--- config.mk ---
export PLATFORM = sky130hd
export DESIGN_NAME = a2d_sched
export DESIGN_NICKNAME = d
export VERILOG_FILES = /design/src/rtl/a2d_sched.sv
export SDC_FILE = /design/constraint.sdc
export NUM_CORES = 1
export LEC_CHECK = 0
export ABC_AREA = 1
export BUFFER_PORTS_ARGS = -buffer_cell sky130_fd_sc_hd__clkbuf_2
export CAP_MARGIN = 30
export CELL_PAD_IN_SITES_DETAIL_PLACEMENT = 0
export CELL_PAD_IN_SITES_GLOBAL_PLACEMENT = 2
export CORE_MARGIN = 2
export CORE_UTILIZATION = 33
export DETAILED_ROUTE_END_ITERATION = 12
export PLACE_DENSITY_LB_ADDON = 0.2
export SLEW_MARGIN = 20
export SYNTH_ARGS = -nofsm -noshare
export SYNTH_HDL_FRONTEND = slang
export SYNTH_SLANG_ARGS = --single-unit
--- constraint.sdc ---
create_clock -name clk -period 3.9 [get_ports clk]
set_input_delay 0.39 -clock clk [delete_from_list [all_inputs] [get_ports clk]]
set_output_delay 0.39 -clock clk [all_outputs]
set_load 0.03 [all_outputs]
--- src/rtl/a2d_sched.sv ---
// Round-robin A2D conversion scheduler: left load cell, right load cell, battery, once per PERIOD.
// Define A2D_FILT_EN to IIR-filter the two load-cell results (batt is always raw).
module a2d_sched #(
  parameter logic [19:0] PERIOD  = 20'd1_000_000,
  parameter logic [15:0] TIMEOUT = 16'd4096,
  parameter logic [2:0]  CH_LFT  = 3'd0,
  parameter logic [2:0]  CH_RGHT = 3'd4,
  parameter logic [2:0]  CH_BATT = 3'd5
) (
  input  logic        clk,
  input  logic        rst,
  input  logic        done,
  input  logic [15:0] rd_data,
  output logic        wrt,
  output logic [15:0] cmd,
  output logic [11:0] lft_ld,
  output logic [11:0] rght_ld,
  output logic [11:0] batt,
  output logic        vld,
  output logic        err
);

  typedef enum logic [2:0] {StIdle, StSel, StWsel, StRd, StWrd, StStore, StDone} state_e;

  state_e      state_q, state_d;
  logic [1:0]  idx_q, idx_d;
  logic [19:0] timer_q, timer_d;
  logic [15:0] wait_q, wait_d;
  logic [11:0] sample_q, sample_d;
  logic        wrt_q, wrt_d;
  logic [15:0] cmd_q, cmd_d;
  logic [11:0] lft_q, lft_d, rght_q, rght_d, batt_q, batt_d;
  logic        vld_q, vld_d;
  logic        err_q, err_d;
  logic [2:0]  ch;
  logic        wrap;
  logic [11:0] lft_new, rght_new;
  logic        unused_hi;

  // Upper nibble of the readback is the ADC's leading zeros / address echo.
  assign unused_hi = ^rd_data[15:12];

`ifdef A2D_FILT_EN
  logic first_q, first_d;

  function automatic logic [11:0] filt(input logic [11:0] old_v, input logic [11:0] smp);
    logic signed [12:0] diff;
    logic signed [12:0] sum;
    diff = $signed({1'b0, smp}) - $signed({1'b0, old_v});
    sum  = $signed({1'b0, old_v}) + (diff >>> 2);
    return sum[11:0];
  endfunction

  assign lft_new  = first_q ? sample_q : filt(lft_q, sample_q);
  assign rght_new = first_q ? sample_q : filt(rght_q, sample_q);
`else
  assign lft_new  = sample_q;
  assign rght_new = sample_q;
`endif

  always_comb begin
    case (idx_q)
      2'd0:    ch = CH_LFT;
      2'd1:    ch = CH_RGHT;
      default: ch = CH_BATT;
    endcase
  end

  assign wrap = (timer_q == PERIOD - 20'd1);

  always_comb begin
    state_d  = state_q;
    idx_d    = idx_q;
    timer_d  = wrap ? 20'd0 : timer_q + 20'd1;
    wait_d   = wait_q;
    sample_d = sample_q;
    wrt_d    = 1'b0;
    cmd_d    = cmd_q;
    lft_d    = lft_q;
    rght_d   = rght_q;
    batt_d   = batt_q;
    vld_d    = 1'b0;
    err_d    = err_q;
`ifdef A2D_FILT_EN
    first_d  = first_q;
`endif
    case (state_q)
      StIdle: begin
        idx_d = 2'd0;
        if (wrap) state_d = StSel;
      end
      StSel, StRd: begin
        wrt_d   = 1'b1;
        cmd_d   = {2'b00, ch, 11'h000};
        wait_d  = 16'd0;
        state_d = (state_q == StSel) ? StWsel : StWrd;
      end
      StWsel, StWrd: begin
        if (done) begin
          if (state_q == StWrd) sample_d = rd_data[11:0];
          state_d = (state_q == StWsel) ? StRd : StStore;
        end else if (wait_q == TIMEOUT - 16'd1) begin
          err_d   = 1'b1;
          state_d = StIdle;
        end else begin
          wait_d = wait_q + 16'd1;
        end
      end
      StStore: begin
        case (idx_q)
          2'd0:    lft_d  = lft_new;
          2'd1:    rght_d = rght_new;
          default: batt_d = sample_q;
        endcase
        if (idx_q < 2'd2) begin
          idx_d   = idx_q + 2'd1;
          state_d = StSel;
        end else begin
          state_d = StDone;
        end
      end
      StDone: begin
        vld_d   = 1'b1;
        state_d = StIdle;
`ifdef A2D_FILT_EN
        first_d = 1'b0;
`endif
      end
      default: state_d = StIdle;
    endcase
  end

  always_ff @(posedge clk) begin
    if (rst) begin
      state_q  <= StIdle;
      idx_q    <= 2'd0;
      timer_q  <= 20'd0;
      wait_q   <= 16'd0;
      sample_q <= 12'd0;
      wrt_q    <= 1'b0;
      cmd_q    <= 16'd0;
      lft_q    <= 12'd0;
      rght_q   <= 12'd0;
      batt_q   <= 12'd0;
      vld_q    <= 1'b0;
      err_q    <= 1'b0;
`ifdef A2D_FILT_EN
      first_q  <= 1'b1;
`endif
    end else begin
      state_q  <= state_d;
      idx_q    <= idx_d;
      timer_q  <= timer_d;
      wait_q   <= wait_d;
      sample_q <= sample_d;
      wrt_q    <= wrt_d;
      cmd_q    <= cmd_d;
      lft_q    <= lft_d;
      rght_q   <= rght_d;
      batt_q   <= batt_d;
      vld_q    <= vld_d;
      err_q    <= err_d;
`ifdef A2D_FILT_EN
      first_q  <= first_d;
`endif
    end
  end

  assign wrt     = wrt_q;
  assign cmd     = cmd_q;
  assign lft_ld  = lft_q;
  assign rght_ld = rght_q;
  assign batt    = batt_q;
  assign vld     = vld_q;
  assign err     = err_q;

endmodule

==> impl_metrics.ini <==
[outcome]
outcome = finished clean

[clock_network]
cts.path.max_buffers = 2
ctsHoldBuffers = 0
cts-root-buf = clkbuf_16
cts.sinks = 94
htree_levels = 3
cts_setup_buffers = 0
clkTransAtPathRegs_ps = 70
cts_buffers = 9
cts_resized = 0
insertion_delay_ps = 340
cts_tree = built

[drt]
ant_nets = 0
drt_iter0_markers = 194
route.detailed.drc = 0
wl_per_cell_um = 13.0
wl_um = 10700
first_pass_iters = 4
vias = 3811
viasPerCell = 4.64

[critical_path]
crit_path_frequent_cell = inv_1
worstPathMaxFanout = 29
worstSetupPathType = reg -> reg
r2r_slack_ps = 1630
worstPathCellList = inv_1 -> nor2_1 -> nand2_1 -> inv_1 -> nand2_1 -> inv_1 -> o21ai_0 -> a21oi_1
timing.rr.start = state_q[0]$_SDFFE_PP0P_
required_ps = 4160
reg2reg_depth = 8
cp.arrival_ps = 2540
slowest_stage = inv_1
r2r-end = batt[1]$_SDFFE_PP0P_
end_kind = register
slowest_delay_ps = 610
cp-start-kind = register

[global_route]
grt_overflow_total = 0
antenna_found_initial = 0
grt_max_degree = 40
grt_usage = 0.159
grt_pass1_vias = 3625
grt_pass1_wl_um = 18000

[yosys]
synth_edf_count = 0
async_flop_share = 0
synth_compound_area_frac = 0.130
synth_top_area_frac = 0.436
synth_seq_area_share = 0.436
avgSynthCellArea_um2 = 7.14
yosysUniqueCellTypes = 30
synth-main-ff-cell = dfxtp_1
ys_ff_latch = 94
yosys.cell_count.top_type = nand2_1
synth-simple-area-share = 0.298
synth-xor-area-share = 0.0183
synthCells = 605
netlist_area_mm2 = 0.00432
synth_top_family_by_area = simple AND/OR/NAND/NOR gates
ys.warnings.count = 0
yosys-top-cells-area = dfxtp_1, nand2_1, a21oi_1
synthTopCellsByCount = nand2_1, dfxtp_1, nor2_1, a21oi_1, nand3_1
synthAdderAreaFrac = 0.0145
yosysTopAreaCell = dfxtp_1
synth_mux_area_frac = 0

[final_layout]
fill_cells = 1407
antenna_cells = 0
finalNetCount = 671
syn2layout_area_growth_pct = 15.1
drive_gt1_frac = 0.140

[sta]
drv_slew = 0
fin_ws_ps = 1630
fin_skew_ps = 8.68
min_period_ps = 2270
tightest_slew_ps = 843
rsz0062_at_grt = no
setup_viol = 0
slew_headroom = 0.438
setup_tns_ps = 0
hold_viol_final = 0
finalCritPeriodShare = 0.583
fmaxAchievable_mhz = 440

[power_and_ir_drop]
leakage_uw = 0.00189
peakVddDrop_v = 0.000196
power_density_mw_per_mm2 = 500

[placement]
gp_congestion = 0.777
dp_slack_ps = 1650
dpl.hpwl_um = 7480
portBuffers = 55

[die]
start_util = 0.339
die_width_um = 118
die_h_um = 118
rows = 41
ios = 74
coreArea_mm2 = 0.0127
die_area_mm2 = 0.0140

[min_path]
hold_path_class = in -> reg
hold-path-cell-count = 3
holdPathEnd = lft_new[11]$_SDFFE_PP0P_
holdCritStartpoint = rd_data[11]

[job]
cap_violations = 0
-- where the power goes --
| part | leakage (uW) | internal, uW | switching (uW) |
|---|---|---|---|
| logic | 0.000974 | 127 | 301 |
| registers | 0.000759 | 1020 | 59.2 |
| clock network | 0.000155 | 620 | 357 |
-- layout make-up --
class                      instances  area (um2)  area share
multi-input combinational        426        2040       0.410
clock inverter                     4        97.6      0.0196
clock buffer                      10         229      0.0461
inverter                          60         225      0.0453
timing repair buffer              56         283      0.0569
sequential                        94        1880       0.379
tap                              172         215      0.0433
-- metal layers --
layer / vias up / wire length, um / global-route usage
li1: 2007 / - / -
met1: 1731 / 5200 / 0.209
met2: 64 / 4880 / 0.251
met3: 9 / 485 / 0.0401
met4: 0 / 130 / 0.0580
met5: - / 0 / 0
-- flip-flops by register name, indices dropped and copies added, names as in the netlist --
| register | flops |
|---|---|
| batt | 12 |
| cmd | 2 |
| err | 1 |
| idx_q | 2 |
| lft_ld | 12 |
| lft_new | 12 |
| rght_ld | 12 |
| state_q | 3 |
| timer_q | 20 |
| vld | 1 |
| wait_q | 16 |
| wrt | 1 |
-- placed cells by master (no fill, tap or decap), drive strengths merged --
cell type / count
dfxtp: 94
a211oi: 1
bufinv: 3
xor2: 6
nor3: 16
clkbuf: 65
nor2: 83
nand3b: 3
xnor2: 3
o21a: 1
nand3: 60
clkinvlp: 1
nand2: 120
a21oi: 66
o22ai: 1
a31oi: 2
buf: 1
conb: 14
o21ai: 39
inv: 60
ha: 5
nand4: 4
nor3b: 2
-- how the worst max path moves through the flow --
stage                             from                       to  cells after the start
5_1_grt        state_q[0]$_SDFFE_PP0P_    batt[10]$_SDFFE_PP0P_                      8
3_3_place_gp   state_q[0]$_SDFFE_PP0P_     batt[3]$_SDFFE_PP0P_                      8
2_1_floorplan   wait_q[0]$_SDFFE_PP0P_  wait_q[14]$_SDFFE_PP0P_                     11
6_report       state_q[0]$_SDFFE_PP0P_     batt[1]$_SDFFE_PP0P_                      8
4_1_cts        state_q[0]$_SDFFE_PP0P_     batt[2]$_SDFFE_PP0P_                      8
3_5_place_dp   state_q[0]$_SDFFE_PP0P_     batt[2]$_SDFFE_PP0P_                      8
-- per-stage QoR --
step | hold slack (ps) | total power [uW] | cell area [um2] | instances | util
CTS | 269 | 2530 | 4970 | 822 | 0.391
detailed placement | 440 | 1530 | 4640 | 808 | 0.365
global placement | 430 | 1530 | 4640 | 808 | 0.365
global route | 316 | 2640 | 4970 | 822 | 0.391
floorplan | 418 | 1450 | 4370 | 618 | -
finish | 280 | 2490 | 4970 | 822 | 0.391
-- worst max-delay path, delay by kind of cell, from the launching register on --
family	cells	cell delay [ps]
simple gates	3	350
flops	1	400
compound gates	2	280
buf+inv	3	1160
-- kinds of logic after synthesis --
group,Yosys count
adders and majority gates,5
buffers and inverters,98
and+or+nand+nor,288
DFF,94
other,1
xor gates and xnor gates,9
AOI/OAI and AO/OA,110
Power figures use the tool's default switching activity.
